File: config.mk
export PLATFORM = sky130hd
export DESIGN_NAME = approx_err_sweep
export DESIGN_NICKNAME = d
export VERILOG_FILES = /design/src/rtl/approx_sweep_pkg.sv /design/src/rtl/approx_err_acc.sv /design/src/rtl/approx_err_sweep.sv
export SDC_FILE = /design/constraint.sdc
export NUM_CORES = 1
export LEC_CHECK = 0
export BUFFER_PORTS_ARGS = -buffer_cell sky130_fd_sc_hd__clkbuf_2
export CORE_MARGIN = 2
export CORE_UTILIZATION = 60
export DETAILED_ROUTE_END_ITERATION = 10
export GPL_ROUTABILITY_DRIVEN = 0
export PLACE_DENSITY = 0.9
export SLEW_MARGIN = 40
export SYNTH_ARGS = -nofsm -noshare
export SYNTH_HDL_FRONTEND = slang
export SYNTH_SLANG_ARGS = --single-unit
File: constraint.sdc
create_clock -name clk -period 17.7 [get_ports clk]
set_clock_uncertainty 0.2 [all_clocks]
set_input_delay 0.885 -clock clk [delete_from_list [all_inputs] [get_ports clk]]
set_output_delay 0.885 -clock clk [all_outputs]
set_load 0.02 [all_outputs]
File: src/rtl/approx_sweep_pkg.sv
// Shared types and width helpers for the approximate-multiplier error sweep.
package approx_sweep_pkg;

   // Sweep controller states
   typedef enum logic [1:0] {
      ST_IDLE  = 2'd0,
      ST_RUN   = 2'd1,
      ST_DRAIN = 2'd2,
      ST_DONE  = 2'd3
   } sweep_state_e;

   // Error counter width: one bit wider than the product so 2^(2*WIDTH) errors fit
   function automatic int cnt_w(input int width);
      return 2 * width + 1;
   endfunction

   // Signed difference width: product width plus a sign bit
   function automatic int diff_w(input int width);
      return 2 * width + 1;
   endfunction

endpackage

File: src/rtl/approx_err_acc.sv
// Tail compare/accumulate stage: compares one multiplier result against the
// exact product and folds the error into the running statistics.
// Optional signed bias sum built only with APPROX_ERR_SWEEP_ERR_BIAS_EN.
module approx_err_acc
   import approx_sweep_pkg::*;
#(
   parameter int WIDTH = 8,
   parameter int SUM_W = 32
) (
   input  logic                      clk,
   input  logic                      rst,
   input  logic                      clr_i,
   input  logic                      valid_i,
   input  logic [WIDTH-1:0]          a_i,
   input  logic [WIDTH-1:0]          b_i,
   input  logic [2*WIDTH-1:0]        c_i,
   output logic [cnt_w(WIDTH)-1:0]   err_count_o,
   output logic [SUM_W-1:0]          sum_abs_err_o,
   output logic [2*WIDTH-1:0]        max_abs_err_o,
   output logic [2*WIDTH+SUM_W-1:0]  sum_err_o
);

   localparam int PW = 2 * WIDTH;
   localparam int CW = cnt_w(WIDTH);

   logic [PW-1:0] exact;
   logic [PW-1:0] abs_diff;
   logic          is_err;

   logic [CW-1:0]    cnt_q;
   logic [SUM_W-1:0] sum_q;
   logic [PW-1:0]    max_q;

   // Exact product and unsigned error magnitude, no wide signed arithmetic needed
   always_comb begin
      exact    = PW'(a_i) * PW'(b_i);
      is_err   = (c_i != exact);
      abs_diff = (c_i < exact) ? (exact - c_i) : (c_i - exact);
   end

   // Error count, magnitude sum and peak magnitude; cleared at sweep start
   always_ff @(posedge clk or posedge rst) begin
      if (rst) begin
         cnt_q <= '0;
         sum_q <= '0;
         max_q <= '0;
      end else if (clr_i) begin
         cnt_q <= '0;
         sum_q <= '0;
         max_q <= '0;
      end else if (valid_i && is_err) begin
         cnt_q <= cnt_q + 1'b1;
         sum_q <= sum_q + SUM_W'(abs_diff);
         if (abs_diff > max_q) begin
            max_q <= abs_diff;
         end
      end
   end

   assign err_count_o   = cnt_q;
   assign sum_abs_err_o = sum_q;
   assign max_abs_err_o = max_q;

`ifdef APPROX_ERR_SWEEP_ERR_BIAS_EN
   localparam int DW = diff_w(WIDTH);
   localparam int BW = 2 * WIDTH + SUM_W;

   logic signed [DW-1:0] diff;
   logic signed [BW-1:0] bias_q;

   // Signed difference result minus exact, one bit wider than the product
   always_comb begin
      diff = $signed({1'b0, c_i}) - $signed({1'b0, exact});
   end

   // Two's-complement running sum of every difference (mean-bias numerator)
   always_ff @(posedge clk or posedge rst) begin
      if (rst) begin
         bias_q <= '0;
      end else if (clr_i) begin
         bias_q <= '0;
      end else if (valid_i) begin
         bias_q <= bias_q + {{(BW-DW){diff[DW-1]}}, diff};
      end
   end

   assign sum_err_o = bias_q;
`else
   assign sum_err_o = '0;
`endif

endmodule

File: src/rtl/approx_err_sweep.sv
// Exhaustive error-characterisation controller for one approximate
// WIDTHxWIDTH multiplier: walks every (a,b) pair, a outer / b inner, one per
// cycle, and accumulates error statistics on the returning results.
// Build option: APPROX_ERR_SWEEP_ERR_BIAS_EN enables the signed sum_err output.
// Handshake: start is accepted only in IDLE; abort wins over start and over
// every state; done is a single-cycle pulse with final statistics stable.
module approx_err_sweep
   import approx_sweep_pkg::*;
#(
   parameter int WIDTH = 8,
   parameter int LAT   = 1,
   parameter int SUM_W = 32
) (
   input  logic                      clk,
   input  logic                      rst,
   input  logic                      start,
   input  logic                      abort,
   output logic                      busy,
   output logic                      done,
   output logic [WIDTH-1:0]          mul_a,
   output logic [WIDTH-1:0]          mul_b,
   input  logic [2*WIDTH-1:0]        mul_c,
   output logic [cnt_w(WIDTH)-1:0]   err_count,
   output logic [SUM_W-1:0]          sum_abs_err,
   output logic [2*WIDTH-1:0]        max_abs_err,
   output logic [2*WIDTH+SUM_W-1:0]  sum_err,
   output sweep_state_e              dbg_state_o
);

   localparam logic [WIDTH-1:0] OP_MAX     = '1;
   localparam logic [2:0]       DRAIN_LAST = 3'(LAT - 1);

   sweep_state_e     state_q;
   logic [WIDTH-1:0] a_q;
   logic [WIDTH-1:0] b_q;
   logic             busy_q;
   logic             done_q;
   logic [2:0]       drain_q;
   logic             start_acc;

   logic             pipe_v_q [LAT];
   logic [WIDTH-1:0] pipe_a_q [LAT];
   logic [WIDTH-1:0] pipe_b_q [LAT];

   assign start_acc = (state_q == ST_IDLE) && start && !abort;

   // Sweep FSM with operand counters and registered busy/done
   always_ff @(posedge clk or posedge rst) begin
      if (rst) begin
         state_q <= ST_IDLE;
         a_q     <= '0;
         b_q     <= '0;
         busy_q  <= 1'b0;
         done_q  <= 1'b0;
         drain_q <= '0;
      end else if (abort) begin
         state_q <= ST_IDLE;
         busy_q  <= 1'b0;
         done_q  <= 1'b0;
         drain_q <= '0;
      end else begin
         done_q <= 1'b0;
         case (state_q)
            ST_IDLE: begin
               if (start) begin
                  state_q <= ST_RUN;
                  busy_q  <= 1'b1;
                  a_q     <= '0;
                  b_q     <= '0;
               end
            end
            ST_RUN: begin
               // Last pair is on the bus this cycle: hold it and wait out the latency
               if (a_q == OP_MAX && b_q == OP_MAX) begin
                  state_q <= ST_DRAIN;
                  drain_q <= '0;
               end else begin
                  b_q <= b_q + 1'b1;
                  if (b_q == OP_MAX) begin
                     a_q <= a_q + 1'b1;
                  end
               end
            end
            ST_DRAIN: begin
               if (drain_q == DRAIN_LAST) begin
                  state_q <= ST_DONE;
                  busy_q  <= 1'b0;
                  done_q  <= 1'b1;
               end else begin
                  drain_q <= drain_q + 1'b1;
               end
            end
            ST_DONE: begin
               state_q <= ST_IDLE;
            end
            default: begin
               state_q <= ST_IDLE;
            end
         endcase
      end
   end

   // Operand tag pipeline aligned with the multiplier latency; abort flushes it
   always_ff @(posedge clk or posedge rst) begin
      if (rst) begin
         for (int i = 0; i < LAT; i++) begin
            pipe_v_q[i] <= 1'b0;
            pipe_a_q[i] <= '0;
            pipe_b_q[i] <= '0;
         end
      end else begin
         pipe_v_q[0] <= (state_q == ST_RUN) && !abort;
         pipe_a_q[0] <= a_q;
         pipe_b_q[0] <= b_q;
         for (int i = 1; i < LAT; i++) begin
            pipe_v_q[i] <= pipe_v_q[i-1] && !abort;
            pipe_a_q[i] <= pipe_a_q[i-1];
            pipe_b_q[i] <= pipe_b_q[i-1];
         end
      end
   end

   approx_err_acc #(
      .WIDTH (WIDTH),
      .SUM_W (SUM_W)
   ) u_acc (
      .clk           (clk),
      .rst           (rst),
      .clr_i         (start_acc),
      .valid_i       (pipe_v_q[LAT-1] && !abort),
      .a_i           (pipe_a_q[LAT-1]),
      .b_i           (pipe_b_q[LAT-1]),
      .c_i           (mul_c),
      .err_count_o   (err_count),
      .sum_abs_err_o (sum_abs_err),
      .max_abs_err_o (max_abs_err),
      .sum_err_o     (sum_err)
   );

   assign busy        = busy_q;
   assign done        = done_q;
   assign mul_a       = a_q;
   assign mul_b       = b_q;
   assign dbg_state_o = state_q;

endmodule

=== After elaboration in Yosys (flattened, before gate mapping) ===
Cells that the tools add are included.

* Flip-flop bits (word level): 105
* Bits in latches: 0
* Bits in writable memories: 0
* Bits in read-only memories: 0
* Input bits: 20
* Logic and storage cells: 86
* Memories kept: 0

* Add/subtract/negate cells: 7
* $mul: 1
* Div/mod/pow operators: 0
* Order comparisons: 2
* Eq/ne operators: 13
* Shift operators: 0
* Mux-type cells: 30
* Bitwise gates (word level): 1
* Reduce and logical (&&, ||, !) cells: 20

{| class="wikitable"
|+ Operators by type and width
! cell !! number
|-
| $mux 16 || 4
|-
| $mux 32 || 2
|-
| $mux 17 || 2
|-
| $add 32x16->32 || 1
|-
| $mux 8 || 4
|-
| $pmux 8 s2 || 2
|-
| $sub 16x16->16 || 2
|-
| $add 17x1->17 const B || 1
|-
| $add 8x1->8 const B || 2
|-
| $eq 8x8->1 const B || 2
|-
| $gt 16x16->1 || 1
|-
| $lt 16x16->1 || 1
|-
| $mul 8x8->16 || 1
|-
| $ne 16x16->1 || 1
|-
| $ne 3x3->1 const B || 4
|-
| $mux 3 || 3
|-
| $reduce_and 3->1 || 3
|-
| $mux 2 || 4
|-
| $pmux 2 s4 || 1
|-
| $logic_and 1x1->1 || 6
|-
| $mux 1 || 6
|-
| $ne 2x2->1 const B || 3
|-
| $pmux 3 s2 || 1
|-
| $reduce_bool 2->1 || 3
|-
| 12 further kinds || 14
|}

=== Logic depth before layout (Yosys ltp) ===
* Depth after elaboration: 7
* Mapped depth: 36
* Gate-level depth less buffers: 35

=== Cells and area by module ===
Synthesis repeated with hierarchy kept, for this count alone.

* Cell total of the unflattened synthesis: 1,141
* Area, all modules: 10,054.6 um^2

{| class="wikitable"
|+ Modules (own cells, without submodules)
! module !! instances !! cells each !! area each (um^2) !! sequential area each (um^2)
|-
| approx_err_acc || 1 || 961 || 8,169.1 || 1,626.6
|-
| approx_err_sweep || 1 || 180 || 1,885.6 || 1,001.0
|}

=== Least setup slack after synthesis ===
No wires, ideal clock.

* Path kind: register to register
* Start: reg pipe_a_q[1] in the netlist's numbering
* End: reg u_acc.sum_q[27] (netlist: u_acc.sum_abs_err_o[27])
* Setup time: 120 ps
* Data arrival time: 8,423 ps
* Data required time: 17,380 ps
* Setup slack: 8,957 ps
* Stages on the path, launching flop included: 34
* Path buffers: 2
* Clock period less this slack: 8,743 ps
* Cells stage by stage: dfrtp_1 > and2_1 > fa_1 > fa_1 > inv_1 > fa_1 > fa_1 > inv_1 > ha_1 > a21oi_1 > nor2b_1 > o211ai_1 > nand2_1 > a41oi_1 > nor2b_1 > xnor2_1 > ha_1 > clkbuf_1 > a21o_1 > a31o_2 > nor3_4 > buf_6 > mux2_2 > o31a_2 > nor2b_1 > xnor2_1 > ha_1 > and3_1 > a31o_2 > a2111oi_2 > o21ai_0 > a2111oi_4 > nor3_1 > a41o_1

* Word-level cells in the longest chain between the ends: 6
* Elaborated cells on any way between the ends: 11
* Those cells by class: 3 x add/sub; 1 x mul; 1 x order compare; 1 x eq/ne; 3 x mux; 2 x reduce/logical

{| class="wikitable"
|+ Ends and longest elaborated chain
! item !! line !! RTL
|-
| start: declaration || approx_err_sweep.sv:42 || <nowiki>logic [WIDTH-1:0] pipe_a_q [LAT];</nowiki>
|-
| start signal: indexed assignment || approx_err_sweep.sv:117 || <nowiki>pipe_a_q[i] <= pipe_a_q[i-1];</nowiki>
|-
| $mul 8x8->16 (*) || approx_err_acc.sv:36 || <nowiki>exact = PW'(a_i) * PW'(b_i);</nowiki>
|-
| $sub 16x16->16 / $lt 16x16->1 (equally long branches) || approx_err_acc.sv:38 || <nowiki>abs_diff = (c_i < exact) ? (exact - c_i) : (c_i - exact);</nowiki>
|-
| $mux 16 || approx_err_acc.sv:38 ||
|-
| $add 32x16->32 || approx_err_acc.sv:53 || <nowiki>sum_q <= sum_q + SUM_W'(abs_diff);</nowiki>
|-
| $mux 32 || approx_err_acc.sv:51 || <nowiki>end else if (valid_i && is_err) begin</nowiki>
|-
| $mux 32 || approx_err_acc.sv:47 || <nowiki>end else if (clr_i) begin</nowiki>
|-
| end signal: assignment || approx_err_acc.sv:53 ||
|-
| end: declaration || approx_err_acc.sv:31 || <nowiki>logic [SUM_W-1:0] sum_q;</nowiki>
|}

Every way passes the cells marked *; elsewhere a longest branch is shown, timed or not. The select of a mux whose other input is x is not followed.
A chain may end at the register's enable or synchronous reset.

=== Worst setup path in the final report ===
Ends and elaborated chain as after synthesis.

==> results.toml <==
[clock_network]
clock_latency_ns = 0.36
clk_pin_slew_worst_paths_ns = 0.07
cts.htree.levels = 3
cts.path.max_buffers = 2
postCtsSetupBuffers = 0
numCtsBuffers = 9
cts-root-buf = "clkbuf_16"
cts_hold_buf = 0
numClockSinks = 105
cts_tree = "done"
cts_resized = 0

[synth]
netlist.area_leader.share_pct = 27.1
synth-edff-count = 0
ys.flop_type = "dfrtp_1"
synthTopCellsByCount = "111 x ha_1, 110 x inv_1, 105 x dfrtp_1, 88 x nor2_1, 87 x nand2_1"
synthCells = 1092
synth_area_um2 = 9700
yosysMostFrequentCell = "ha_1"
synth-warning-count = 0
ys_seq_elements = 105
synth-seq-area-share_pct = 27.1
ys_types = 69
async_flop_share_pct = 100
synthTopCellsByArea = "dfrtp_1 27%, ha_1 14%, fa_1 8.0%"
avgSynthCellArea_um2 = 8.89
synth_top_area_cell = "dfrtp_1"

[worst_setup_path]
worst_ep_arrival_time_ns = 9.79
cp-end-kind = "register"
crit_required_ns = 17.74
worstRegToRegCells = 32
cp_common_cell = "fa_1"
cp_slowest_stage_delay_ns = 0.60
crit_end = "u_acc.sum_abs_err_o[27]"
crit_slowest_cell = "a2111oi_4"
r2r-start = "pipe_a_q[1]"
path_max_fanout = 23
rr_endpoint = "u_acc.sum_abs_err_o[27]"
crit_type = "register to register"
ff2ff_setup_slack_ns = 7.95
cp-startpoint = "pipe_a_q[1]"
cp-start-kind = "register"

[pwr]
total_power_w = 0.00105
ir_drop_uv = 58.4
powerDensity_nw_per_um2 = 100
leakagePower_nw = 5.41

[final_layout]
fin_nets = 1350
drive_gt1_share_pct = 12.9
fillCellCount = 1279
diodes = 0
syn2layout_area_growth_pct = 8.38

[run]
maxCapViolCount = 0

[place]
hpwl_um = 16900
port_buffers = 104

[global_routing]
grt_pass1_vias = 7583
grt_pass1_wl_um = 37100
grt_start_max_net_pins = 66
grt_usage_pct = 25.9
antenna_found_initial = 0
grt-ovfl-total = 0

[timing]
setup_viol = 0
rsz0062_at_grt = "no"
relSlewSlack_pct = 46.0
tns_ns = 0
worstMarginPinSlew_ns = 0.807
max_freq_mhz = 103
fin_crit_sh_pct = 55.1
finalHoldViolations = 0
layout_min_cycle_time_ns = 9.75
finalMaxSlewViolations = 0

[floorplanning]
ios = 153
core_um2 = 15800
die_area_um2 = 17200
die_width_um = 131
start_util_pct = 61.3
die_h_um = 131
num_rows = 46

[route]
drt_pass1_iterations = 5
antenna_violating_nets_post_route = 0
vias = 7948
drc_errors = 0
drt_iter0_drc = 647
routed_wl_um = 22300
via_per_inst = 5.67
wl_per_cell_um = 15.9

[status]
outcome = "completed"

[min_path]
min_path_cells = 0
holdCritPathClass = "register to register"
-- sequential cells by signal, indices dropped and copies added, names as in the netlist, 2 cells and up --
name and count:
pipe_b_q 8, pipe_a_q 8, u_acc.max_abs_err_o 16, mul_a 8, u_acc.err_count_o 17, mul_b 8
drain_q 3, dbg_state_o 2, u_acc.sum_abs_err_o 32
-- how the worst min path moves through the flow --
stage	endpoint	slack, ns	startpoint
after floorplan	drain_q[2]	0.28	drain_q[2]
after global placement	pipe_b_q[7]	0.27	mul_b[7]
after detailed placement	pipe_b_q[6]	0.26	mul_b[6]
after CTS	pipe_b_q[6]	0.27	mul_b[6]
after global routing	pipe_b_q[6]	0.30	mul_b[6]
final	pipe_b_q[7]	0.29	mul_b[7]
-- layout by cell type (no fill, tap or decap), types with 37 or more instances in the layout --
| cell type | n |
|---|---|
| ha_1 | 111 |
| inv_1 | 109 |
| dfrtp_1 | 105 |
| clkbuf_2 | 104 |
| nor2_1 | 88 |
| nand2_1 | 87 |
| a21oi_1 | 60 |
| and2_1 | 58 |
| conb_1 | 48 |
| xor2_1 | 40 |
| fa_1 | 39 |
| o21ai_0 | 37 |
-- power by group --
group          total, W  switching [W]  internal [W]
sequential     0.000348      0.0000603      0.000288
clock          0.000202      0.0000992      0.000103
combinational  0.000503       0.000317      0.000186
-- cell type report --
| type | instances | area (um^2) | share of cell area [%] |
|---|---|---|---|
| clock buffer | 10 | 239 | 2.27 |
| tap | 216 | 270 | 2.57 |
| clock inverter | 6 | 56.3 | 0.535 |
| inverter | 111 | 419 | 3.99 |
| timing repair buffer | 109 | 562 | 5.34 |
| multi-input combinational | 844 | 6340 | 60.3 |
| sequential | 105 | 2630 | 25.0 |
-- routing by layer --
| metal | wire (um) | vias to the layer above | GRT usage [%] |
|---|---|---|---|
| li1 | - | 3782 | - |
| met1 | 9690 | 3860 | 35.4 |
| met2 | 10900 | 276 | 42.9 |
| met3 | 1290 | 30 | 4.05 |
| met4 | 415 | 0 | 7.67 |
| met5 | 0 | - | 0 |
-- worst max-delay path: cells and delay by family, from the launching register on --
family	cells	cell delay [ns]
muxes	1	0.37
AOI/OAI and AO/OA	11	3.33
DFF	1	0.46
and+or+nand+nor	8	1.47
adders and majority gates	7	3.01
xor gates and xnor gates	2	0.38
buffers and inverters	3	0.43
-- metrics by stage --
stage / worst slack, ns / hold slack, ns / instance area, um^2 / util (%) / std cells
global placement: 8.39 / 0.268 / 10200 / 64.5 / 1385
finish: 7.95 / 0.286 / 10500 / 66.5 / 1401
detailed placement: 8.14 / 0.256 / 10200 / 64.5 / 1385
CTS: 8.03 / 0.267 / 10500 / 66.4 / 1401
global route: 7.47 / 0.296 / 10500 / 66.5 / 1401
floorplan: 8.96 / 0.279 / 9880 / - / 1139
-- cell families after synthesis --
group,Yosys count,share of synthesized area [%]
fa+ha+maj,150,22.4
buf+inv,190,9.44
compound gates,187,13.3
simple gates,362,18.7
xor+xnor,74,6.68
other cells,1,0.0386
flops,105,27.1
mux,23,2.44
(Power assumes the default switching activity.)
